--- src/rtl/subtractor_pkg.sv ---
// -----------------------------------------------------------------------------
// subtractor_pkg
// Shared definitions for the bit-serial subtractor slice.
//   SUB_DEFAULT_N : default operand/result width
//   state_t       : FSM state encoding (IDLE / RUN / DONE)
// No ports.
// -----------------------------------------------------------------------------
package subtractor_pkg;

    localparam int SUB_DEFAULT_N = 8;

    typedef enum logic [1:0] {
        IDLE = 2'd0,
        RUN  = 2'd1,
        DONE = 2'd2
    } state_t;

endpackage

--- src/rtl/subtractor_serial_nbit_if.sv ---
// -----------------------------------------------------------------------------
// subtractor_serial_nbit_if
// Operand/result bundle for subtractor_serial_nbit.
//   in_valid/in_ready   : operand handshake (A, B, borrow_in)
//   out_valid/out_ready : result handshake (diff, borrow_out[, overflow])
//   overflow            : exists only when SUB_OVERFLOW_EN is defined
// Modports: master = operand producer / result consumer, slave = subtractor.
//
// Handshake: a transfer happens on a rising edge where valid and ready are
// both high. The source holds its payload while valid is high and ready is
// low; ready never depends combinationally on valid. A, B and borrow_in are
// only sampled on the operand transfer edge.
// -----------------------------------------------------------------------------
interface subtractor_serial_nbit_if #(
    parameter int N = subtractor_pkg::SUB_DEFAULT_N
);
    logic         in_valid;
    logic         in_ready;
    logic         borrow_in;
    logic [N-1:0] A;
    logic [N-1:0] B;
    logic         out_valid;
    logic         out_ready;
    logic [N-1:0] diff;
    logic         borrow_out;
`ifdef SUB_OVERFLOW_EN
    logic         overflow;

    modport master (
        output in_valid, borrow_in, A, B, out_ready,
        input  in_ready, out_valid, diff, borrow_out, overflow
    );
    modport slave (
        input  in_valid, borrow_in, A, B, out_ready,
        output in_ready, out_valid, diff, borrow_out, overflow
    );
`else
    modport master (
        output in_valid, borrow_in, A, B, out_ready,
        input  in_ready, out_valid, diff, borrow_out
    );
    modport slave (
        input  in_valid, borrow_in, A, B, out_ready,
        output in_ready, out_valid, diff, borrow_out
    );
`endif

endinterface

--- src/rtl/full_subtractor_1bit.sv ---
// -----------------------------------------------------------------------------
// full_subtractor_1bit
// Combinational one-bit full subtractor: a - b - bin.
//   a, b, bin : minuend bit, subtrahend bit, borrow in
//   d         : difference bit
//   bout      : borrow out
// -----------------------------------------------------------------------------
module full_subtractor_1bit (
    input  logic a,
    input  logic b,
    input  logic bin,
    output logic d,
    output logic bout
);

    assign d    = a ^ b ^ bin;
    // Borrow when b exceeds a, or when a == b and a borrow is already pending.
    assign bout = (~a & b) | (~(a ^ b) & bin);

endmodule

--- src/rtl/subtractor_serial_nbit.sv ---
// -----------------------------------------------------------------------------
// subtractor_serial_nbit
// Bit-serial ripple-borrow subtractor: diff = A - B - borrow_in (mod 2^N),
// one bit per clock, LSB first, using a single full_subtractor_1bit cell.
//   clk       : clock, rising edge
//   rst       : synchronous active-high reset
//   bus       : subtractor_serial_nbit_if.slave (operand and result handshakes)
//   dbg_state : current FSM state
// Optional feature macro: SUB_OVERFLOW_EN adds the signed overflow output.
// Latency: out_valid is visible N cycles after the accepting edge; one
// operation per N+2 cycles back to back.
// -----------------------------------------------------------------------------
module subtractor_serial_nbit
    import subtractor_pkg::*;
#(
    parameter int N = SUB_DEFAULT_N
) (
    input  logic                    clk,
    input  logic                    rst,
    subtractor_serial_nbit_if.slave bus,
    output state_t                  dbg_state
);

    localparam int             CW   = $clog2(N + 1);
    localparam logic [CW-1:0]  LAST = CW'(N - 1);

    state_t          state_q;
    state_t          state_d;
    logic [N-1:0]    a_sh;
    logic [N-1:0]    b_sh;
    logic [N-1:0]    diff_q;
    logic [N-1:0]    diff_next;
    logic            br_q;
    logic [CW-1:0]   cnt_q;
    logic            cell_d;
    logic            cell_bout;
    logic            accept;

    assign accept = (state_q == IDLE) && bus.in_valid;

    full_subtractor_1bit u_cell (
        .a    (a_sh[0]),
        .b    (b_sh[0]),
        .bin  (br_q),
        .d    (cell_d),
        .bout (cell_bout)
    );

    // Result bits enter at the MSB so after N shifts bit 0 lands at diff[0].
    if (N == 1) begin : g_diff_one
        assign diff_next = cell_d;
    end else begin : g_diff_many
        assign diff_next = {cell_d, diff_q[N-1:1]};
    end

    // ---------------------------------------------------------------- FSM
    always_ff @(posedge clk) begin
        if (rst) begin
            state_q <= IDLE;
        end else begin
            state_q <= state_d;
        end
    end

    always_comb begin
        state_d = state_q;
        case (state_q)
            IDLE:    if (bus.in_valid)     state_d = RUN;
            RUN:     if (cnt_q == LAST)    state_d = DONE;
            DONE:    if (bus.out_ready)    state_d = IDLE;
            default:                       state_d = IDLE;
        endcase
    end

    // ----------------------------------------------------------- datapath
    always_ff @(posedge clk) begin
        if (rst) begin
            a_sh   <= '0;
            b_sh   <= '0;
            diff_q <= '0;
            br_q   <= 1'b0;
            cnt_q  <= '0;
        end else if (accept) begin
            a_sh   <= bus.A;
            b_sh   <= bus.B;
            br_q   <= bus.borrow_in;
            cnt_q  <= '0;
        end else if (state_q == RUN) begin
            a_sh   <= a_sh >> 1;
            b_sh   <= b_sh >> 1;
            diff_q <= diff_next;
            br_q   <= cell_bout;
            cnt_q  <= cnt_q + CW'(1);
        end
    end

    // ------------------------------------------------------------ outputs
    // in_ready is forced low during reset so no operand is taken on that edge.
    assign bus.in_ready   = (state_q == IDLE) && !rst;
    assign bus.out_valid  = (state_q == DONE);
    assign bus.diff       = diff_q;
    assign bus.borrow_out = br_q;
    assign dbg_state      = state_q;

`ifdef SUB_OVERFLOW_EN
    logic a_msb_q;
    logic b_msb_q;

    always_ff @(posedge clk) begin
        if (rst) begin
            a_msb_q <= 1'b0;
            b_msb_q <= 1'b0;
        end else if (accept) begin
            a_msb_q <= bus.A[N-1];
            b_msb_q <= bus.B[N-1];
        end
    end

    // Signed overflow: operands of opposite sign and a result whose sign
    // differs from the minuend's. Gated so it reads 0 outside DONE.
    assign bus.overflow = (state_q == DONE) & (a_msb_q ^ b_msb_q)
                        & (diff_q[N-1] ^ a_msb_q);
`endif

endmodule

--- src/flat_wrapper.sv ---
// flat-port wrapper written by rule: the top's interface ports become plain ports
module subtractor_serial_nbit_flat import subtractor_pkg::*;
#(
    parameter int N = SUB_DEFAULT_N
)
  (clk, rst, dbg_state, bus_in_valid, bus_borrow_in, bus_A, bus_B, bus_out_ready, bus_in_ready, bus_out_valid, bus_diff, bus_borrow_out);
  subtractor_serial_nbit_if #(.N(N)) bus_i ();
  input  logic clk;
  input  logic rst;
  output state_t dbg_state;
  input wire logic [$bits(bus_i.in_valid)-1:0] bus_in_valid;
  input wire logic [$bits(bus_i.borrow_in)-1:0] bus_borrow_in;
  input wire logic [$bits(bus_i.A)-1:0] bus_A;
  input wire logic [$bits(bus_i.B)-1:0] bus_B;
  input wire logic [$bits(bus_i.out_ready)-1:0] bus_out_ready;
  output wire logic [$bits(bus_i.in_ready)-1:0] bus_in_ready;
  output wire logic [$bits(bus_i.out_valid)-1:0] bus_out_valid;
  output wire logic [$bits(bus_i.diff)-1:0] bus_diff;
  output wire logic [$bits(bus_i.borrow_out)-1:0] bus_borrow_out;
  assign bus_i.in_valid = bus_in_valid;
  assign bus_i.borrow_in = bus_borrow_in;
  assign bus_i.A = bus_A;
  assign bus_i.B = bus_B;
  assign bus_i.out_ready = bus_out_ready;
  assign bus_in_ready = bus_i.in_ready;
  assign bus_out_valid = bus_i.out_valid;
  assign bus_diff = bus_i.diff;
  assign bus_borrow_out = bus_i.borrow_out;
  subtractor_serial_nbit #(.N(N)) u_core (.clk(clk), .rst(rst), .bus(bus_i), .dbg_state(dbg_state));
endmodule
--- config.mk ---
export PLATFORM = sky130hd
export DESIGN_NAME = subtractor_serial_nbit_flat
export DESIGN_NICKNAME = d
export VERILOG_FILES = /design/src/rtl/subtractor_pkg.sv /design/src/rtl/subtractor_serial_nbit_if.sv /design/src/rtl/full_subtractor_1bit.sv /design/src/rtl/subtractor_serial_nbit.sv /design/src/flat_wrapper.sv
export SDC_FILE = /design/constraint.sdc
export NUM_CORES = 1
export LEC_CHECK = 0
export CAP_MARGIN = 40
export CORE_MARGIN = 2
export CORE_UTILIZATION = 49
export DETAILED_ROUTE_END_ITERATION = 8
export PLACE_DENSITY = 0.78
export SLEW_MARGIN = 10
export SYNTH_ARGS = -nofsm -noshare
export SYNTH_HDL_FRONTEND = slang
export SYNTH_SLANG_ARGS = --single-unit
export TNS_END_PERCENT = 20
--- constraint.sdc ---
create_clock -name clk -period 1.3 [get_ports clk]
set_input_delay 0.39 -clock clk [delete_from_list [all_inputs] [get_ports clk]]
set_output_delay 0.39 -clock clk [all_outputs]
set_load 0.01 [all_outputs]
* After elaboration in Yosys (flattened, before gate mapping)
Index checks and enable logic that the tools add are counted.
** Cells by class
- Muxes and demuxes :: 10
- Add/subtract/negate cells :: 1
- Bitwise gates (word level) :: 8
- Reduce and logical (&&, ||, !) cells :: 8
- Eq/ne operators :: 6
** Operators with widths (count)
- $mux 8 :: 4
- $mux 2 :: 3
- $pmux 2 s3 :: 1
- $add 4x1->4 const B :: 1
- $eq 4x3->1 const B :: 1
- $ne 2x2->1 const B :: 2
- $not 1->1 :: 3
- $reduce_and 3->1 :: 1
- $and 1x1->1 :: 2
- $eq 2x1->1 const B :: 1
- $eq 2x2->1 const B :: 1
- $logic_and 1x1->1 :: 2
- $logic_not 2->1 :: 1
- $mux 1 :: 2
- $ne 2x1->1 const B :: 1
- $reduce_and 2->1 :: 1
- $reduce_bool 2->1 :: 1
- $reduce_or 2->1 :: 1
- $xor 1x1->1 :: 2
- $logic_not 1->1 :: 1
- $or 1x1->1 :: 1
** Storage, ports and cells
- Word-level logic and storage cells :: 39
- Register bits :: 31
- Output and inout port bits :: 13

* Logic depth before layout (Yosys ltp)
Gate-level depths: netlist of run 1.
- Depth in word-level cells :: 6
- Gate-level depth with buffers :: 5
- Mapped depth without buffers :: 4

* Cells and area by module
A second synthesis of run 1 with hierarchy kept.
** Second synthesis, totals
- Cells, all modules :: 198
- Area, all modules :: 1530.2 µm²
** By module, submodules not included
- subtractor_serial_nbit :: times used 1, cells an instance 194, area each 1498.9 µm², seq. area each 620.6 µm²
- full_subtractor_1bit :: times used 1, cells an instance 4, area each 31.3 µm², seq. area each 0.0 µm²

* Worst setup path after synthesis of run 1
Ideal clock, no wire load.
- Kind :: register to output
- From :: register u_core.state_q[1], in the netlist u_core.dbg_state[1]
- To :: output port bus_in_ready
- Path buffers :: 2
- Path slack :: -0.108 ns
- Cell stages (with the launch flop) :: 4
- Arrival :: 1.018 ns
- Cell sequence :: dfxtp_1 buf_2 buf_2 nor3_1
** Between the ends
- Cells in the longest elaborated chain, start to end :: 2
** RTL lines
- start: declaration :: RTL line subtractor_serial_nbit.sv:27 : state_t state_q;
- start signal: assignment :: RTL line subtractor_serial_nbit.sv:61 : state_q <= state_d;
- $logic_not 2->1 :: RTL line subtractor_serial_nbit.sv:99 : assign bus.in_ready = (state_q == IDLE) && !rst;
- $logic_and 1x1->1 :: RTL line subtractor_serial_nbit.sv:99
- end: declaration :: RTL line flat_wrapper.sv:16 : output wire logic [$bits(bus_i.in_ready)-1:0] bus_in_ready;
Every way passes these cells.

* Worst setup path in the final report of run 1
- From :: register u_core.state_q[0], in the netlist u_core.dbg_state[0]
- To :: output port bus_in_ready
The elaborated chain is that of the path after synthesis.

==> results of run 1 <==
-- registers in the layout, summed over array words and instances, names as in the netlist --
signal / flops
u_core.bus.diff: 8
u_core.a_sh: 8
u_core.cnt_q: 4
u_core.dbg_state: 2
u_core.b_sh: 8
u_core.bus.borrow_out: 1
-- layout make-up --
type	count	area [um2]	area share
well taps	33	41.3	0.0185
repair buffers	61	586	0.263
clock buffers	5	37.5	0.0169
flip-flops and latches	31	639	0.287
inverters	12	48.8	0.0219
multi-input cells	131	858	0.386
clock inverters	3	15.0	0.00675
-- power by group --
part,internal [uW],switching (uW)
logic,235,211
clock network,201,341
registers,1010,50.1
-- repair_timing --
item	4_1_cts	5_1_grt
setup endpoints to repair	44	35
cloned	0	2
buffers inserted	2	8
resized for setup	65	25
pin swaps	1	8
-- metal layers --
metal	wire length (um)	vias to the layer above
met2	2370	50
li1	-	770
met4	57	0
met1	1800	790
met5	0	-
met3	258	5
-- per-stage QoR --
| stage | instance area, um2 | setup slack (ns) |
|---|---|---|
| floorplan | 1540 | 0.00823 |
| global placement | 1980 | -0.637 |
| detailed placement | 1980 | -0.665 |
| CTS | 2070 | -0.145 |
| global route | 2230 | -0.185 |
| finish | 2230 | -0.145 |
-- placed cells by master, fill, tap and decap left out, types with 9 or more instances in the layout --
cell,n
a21oi_1,30
buf_2,11
buf_4,18
clkdlybuf4s50_1,18
dfxtp_1,20
dfxtp_2,9
inv_1,11
nand2_1,21
nor2_1,28
-- worst max-delay path, stage by stage, from the launching register on --
cell     delay [ns]
dfxtp_4        0.38
nor3_4         0.19
buf_2          0.16
-- kinds of logic (layout without fill, tap and decap cells) --
logic type,after synthesis,after routing,synth area share
adder cells (fa/ha/maj),2,2,0.0213
AO/OA/AOI/OAI,59,59,0.278
flip-flops,31,31,0.407
AND/OR/NAND/NOR,69,69,0.208
multiplexers,1,1,0.00657
buffers and inverters,26,81,0.0796
-- final timing paths --
check,slack [ns],endpoint,start,cells after the start
worst min-delay path,0.45,u_core.bus.diff[1]$_SDFFE_PP0P_,u_core.bus.diff[2]$_SDFFE_PP0P_,2
worst min register to register,0.45,u_core.bus.diff[1]$_SDFFE_PP0P_,u_core.bus.diff[2]$_SDFFE_PP0P_,2
worst max-delay path,-0.15,bus_in_ready,u_core.dbg_state[0]$_SDFFE_PP0P_,2
worst max register to register,-0.08,u_core.bus.borrow_out$_SDFFE_PP0P_,u_core.dbg_state[0]$_SDFFE_PP0P_,5
==> flow_metrics.tcl, run 1 <==
set metrics [dict create \
    p_total_uw 2040 \
    grt-busiest-layer "met2" \
    async_flop_share 0 \
    finalNonFillerCells 276 \
    drv_cap 0 \
    globalRouteMet3Util 0.0649 \
    synthTopCellsByCount "a21oi_1, dfxtp_1, nor2_1" \
    yosys_warnings 0 \
    path_class "flop to primary output" \
    vias 1615 \
    crit_fanout 4 \
    hpwl_mm 2.57 \
    synth.net_count 211 \
    slew_viol_final 0 \
    crit_arrival_ns 1.06 \
    setup_viol 15 \
    cts_root_buffer "clkbuf_4" \
    drive_above_1_share 0.333 \
    start_util 0.508 \
    antenna_cells 0 \
    gp_congestion 0.823 \
    die_h_um 59.8 \
    netlist_instances 188 \
    netlist_area_um2 1520 \
    fmax_mhz 692 \
    numCtsBuffers 5 \
    synth.top_cells.by_area "dfxtp_1, a21oi_1, nor2_1, nand2_1, o221a_2" \
    fin_crit_sh 1.11 \
    nets 265 \
    grt_use_met1 0.246 \
    yosys.cell_count.top_type "a21oi_1" \
    coreArea_um2 3000 \
    die_w_um 59.8 \
    portBuffers 33 \
    yosysTopAreaCell "dfxtp_1" \
    drt-initial-drc-count 114 \
    yosysSeqAreaShare 0.407 \
    peakVddDrop_mv 0.664 \
    grt_overflow 0 \
    clkTransAtPathRegs_ns 0.11 \
    hp-class "flop to flop" \
    grt_setup_unrepaired "yes" \
    drt-wirelength-per-cell_um 16.3 \
    grt_max_degree 33 \
    fin_hold_ws_ns 0.449 \
    area_growth_syn_to_layout_pct 46.1 \
    drt-pass1-iter-count 4 \
    worst_slack_ns -0.145 \
    worst_pin_slew_ns 0.400 \
    clkLatencyLatePin_ns 0.34 \
    clockBufferDepth 2 \
    io_pins 34 \
    globalRouteMet2Util 0.411 \
    grt_pass1_wl_mm 6.08 \
    synth_seq_cells 31 \
    syn_avg_cell_area_um2 8.11 \
    required_ns 0.91 \
    p_per_area_nw_per_um2 918 \
    grt_antenna_before_repair 0 \
    final_hold_viol_count 0 \
    grt_pass1_vias 1489 \
    startpoint_type "flop" \
    yosysTopAreaCellShare 0.407 \
    holdBufCountCts 0 \
    slew_headroom 0.733 \
    synth.distinct_cells 31 \
    worst_setup_path_end_kind "primary output" \
    fin_tns_setup_ns -0.605 \
    synth-edff-count 0 \
    die-area_um2 3570 \
    routed_via_density 5.85 \
    detail-route-antenna-nets 0 \
    n_fill_cell 214 \
    violations "setup timing" \
    fin_util 0.741 \
    htreeDepth 2 \
    clock_skew_ns 0.0151 \
    min_period_ns 1.45 \
    drcViolationCount 0 \
    cts.sinks 31 \
    rows 20 \
    grt_use_total 0.227 \
    wirelength_mm 4.49 \
    status "finished with violations" \
    tritoncts "done" \
    p_leak_uw 0.000910 \
    ys.flop_type "dfxtp_1" \
    dp.cells 256 \
]
Note: power is estimated with default switching activity, not from simulation.
==> run 2, diff against run 1 <==
- ABC_CLOCK_PERIOD_IN_PS: default -> 1300
==> results of run 2 <==
Final layout, timing and power as in run 1 (identical DEF).
==> run 3, diff against run 2 <==
- CORE_UTILIZATION: 49 -> 50
- CTS_CLUSTER_DIAMETER: default -> 200
- DONT_BUFFER_PORTS: default -> 1
- PLACE_DENSITY: 0.78 -> default
==> run 3 against run 2 <==
The run still ends with setup timing left. Non-clock buffer count decreased by 50. Sequential share of layout area increased by 6.9 points. Register-to-register slack improved by 0.08 ns.
==> flow_metrics.tcl, run 3 (synthesis gave the netlist of run 1 again) <==
set metrics [dict create \
    crit_path_end "bus_in_ready" \
    wirelength_mm 3.41 \
    r2r_slack_ns 0 \
    drv_cap 0 \
    globalRouteMet3Util 0.0764 \
    slew_viol_final 0 \
    place_ws_ns 0.0567 \
    fin_util 0.593 \
    p_clk_frac 0.371 \
    worst_pin_slew_ns 0.298 \
    hp-class "input port to flop" \
    vias 1321 \
    slowest_delay_ns 0.38 \
    grt_overflow 0 \
    p_total_uw 2120 \
    min_period_ns 1.42 \
    drive_above_1_share 0.207 \
    grt_pass1_vias 1278 \
    placed_area_um2 1580 \
    path_class "flop to primary output" \
    grt_use_met1 0.257 \
    coreArea_um2 2980 \
    swShare 0.242 \
    gp_congestion 0.743 \
    grt_antenna_before_repair 0 \
    fmax_mhz 702 \
    setup_viol 3 \
    worst_setup_path_end_kind "primary output" \
    seqPwrFrac 0.496 \
    r2r-end "u_core.bus.borrow_out$_SDFFE_PP0P_" \
    globalRouteMet2Util 0.342 \
    startpoint "u_core.dbg_state[1]$_SDFFE_PP0P_" \
    drt-wirelength-per-cell_um 15.1 \
    hpwl_mm 2.22 \
    violations "setup timing" \
    slew_headroom 0.796 \
    grt-busiest-layer "met2" \
    worstPathCellList "buf_8 > nor3_4" \
    start_util 0.512 \
    clkTransAtPathRegs_ns 0.10 \
    die-area_um2 3510 \
    drcViolationCount 0 \
    io_pins 34 \
    drt-initial-drc-count 78 \
    peakVddDrop_mv 0.706 \
    htreeDepth 2 \
    fin_crit_sh 1.10 \
    grt_max_degree 34 \
    final_area_um2 1770 \
    grt_pass1_wl_mm 5.55 \
    die_w_um 59.2 \
    clock_skew_ns 0.0109 \
    final_hold_viol_count 0 \
    grt_use_total 0.211 \
    reg2reg_from "u_core.dbg_state[0]$_SDFFE_PP0P_" \
    startpoint_type "flop" \
    tritoncts "done" \
    routed_via_density 5.85 \
    layout_commonest_cell "a21oi_1" \
    detail-route-antenna-nets 0 \
    p_int_uw 1610 \
    final_cell_mix "a21oi_1, nor2_1, dfxtp_1" \
    required_ns 0.91 \
    numCtsBuffers 5 \
    status "finished with violations" \
    grt_setup_unrepaired "yes" \
    clockBufferDepth 2 \
    clkLatencyLatePin_ns 0.33 \
    drt-pass1-iter-count 4 \
    pwr-share-comb 0.133 \
    antenna_cells 0 \
    die_h_um 59.2 \
    ff2ff_path_depth 5 \
    portBuffers 0 \
    switchingPower_uw 513 \
    crit_arrival_ns 1.03 \
    p_leak_uw 0.000674 \
    worst_path_max_delay_cell "dfxtp_4" \
    worst_slack_ns -0.124 \
    nets 215 \
    p_per_area_nw_per_um2 1200 \
    rows 20 \
    cts_root_buffer "clkbuf_4" \
    area_growth_syn_to_layout_pct 15.8 \
    cts.sinks 31 \
    crit_fanout 18 \
]
run 3: cell count changes in the layout (fill, tap and decap cells not counted), sizes merged, moves of 2 or more:
cell / change
dlygate4sd2: -2
clkdlybuf4s50: -18
clkinv: -2
buf: -29
run 3: metal layers:
metal	wire length, um	vias to the layer above	part of all wire
met4	44	0	0.013
li1	-	665	-
met2	1690	30	0.50
met3	191	5	0.056
met1	1480	621	0.44
met5	0	-	0
run 3: worst max-delay path, delay by kind of cell (launching register included):
kind	cells	cell delay, ns
flip-flops	1	0.38
AND/OR/NAND/NOR	1	0.16
buffers and inverters	1	0.15
run 3: how the worst min path moves through the flow:
stage	start	end	slack (ns)	depth (start not counted)
floorplan	u_core.a_sh[7]$_SDFFE_PP0P_	u_core.a_sh[7]$_SDFFE_PP0P_	0.46	2
global placement	rst	u_core.dbg_state[1]$_SDFFE_PP0P_	0.46	1
detailed placement	rst	u_core.dbg_state[1]$_SDFFE_PP0P_	0.46	1
CTS	rst	u_core.dbg_state[1]$_SDFFE_PP0P_	0.09	1
global route	rst	u_core.dbg_state[1]$_SDFFE_PP0P_	0.08	1
finish	rst	u_core.dbg_state[1]$_SDFFE_PP0P_	0.11	1
run 3: through the flow:
stage / std cells / hold slack (ns) / setup TNS, ns
3_5_place_dp: 214 / 0.459 / 0
2_1_floorplan: 188 / 0.464 / 0
6_report: 226 / 0.114 / -0.310
3_3_place_gp: 214 / 0.456 / 0
5_1_grt: 226 / 0.0789 / -0.706
4_1_cts: 225 / 0.0942 / -0.291
run 3: cell type report:
class | instances | area, um2
Clock buffer | 6 | 51.3
Clock inverter | 2 | 35.0
Fill cell | 270 | 1210
Inverter | 12 | 45.0
Multi-Input combinational cell | 131 | 812
Sequential cell | 31 | 629
Tap cell | 33 | 41.3
Timing Repair Buffer | 11 | 151
run 3: timing repair:
action | 4_1_cts | 5_1_grt
pin swaps | 5 | 3
gates resized for setup | 8 | 6
endpoints found under the setup margin | 4 | 18
hold buffers | 0 | 0
setup buffers | 2 | 1
gates cloned | 1 | 0
run 3: power by group through the flow:
stage	clock network [uW]	registers, uW	logic, uW
floorplan	0	1070	217
CTS	804	1050	281
finish	788	1050	283
global placement	0	1070	241
detailed placement	0	1080	250
global route	853	1060	318
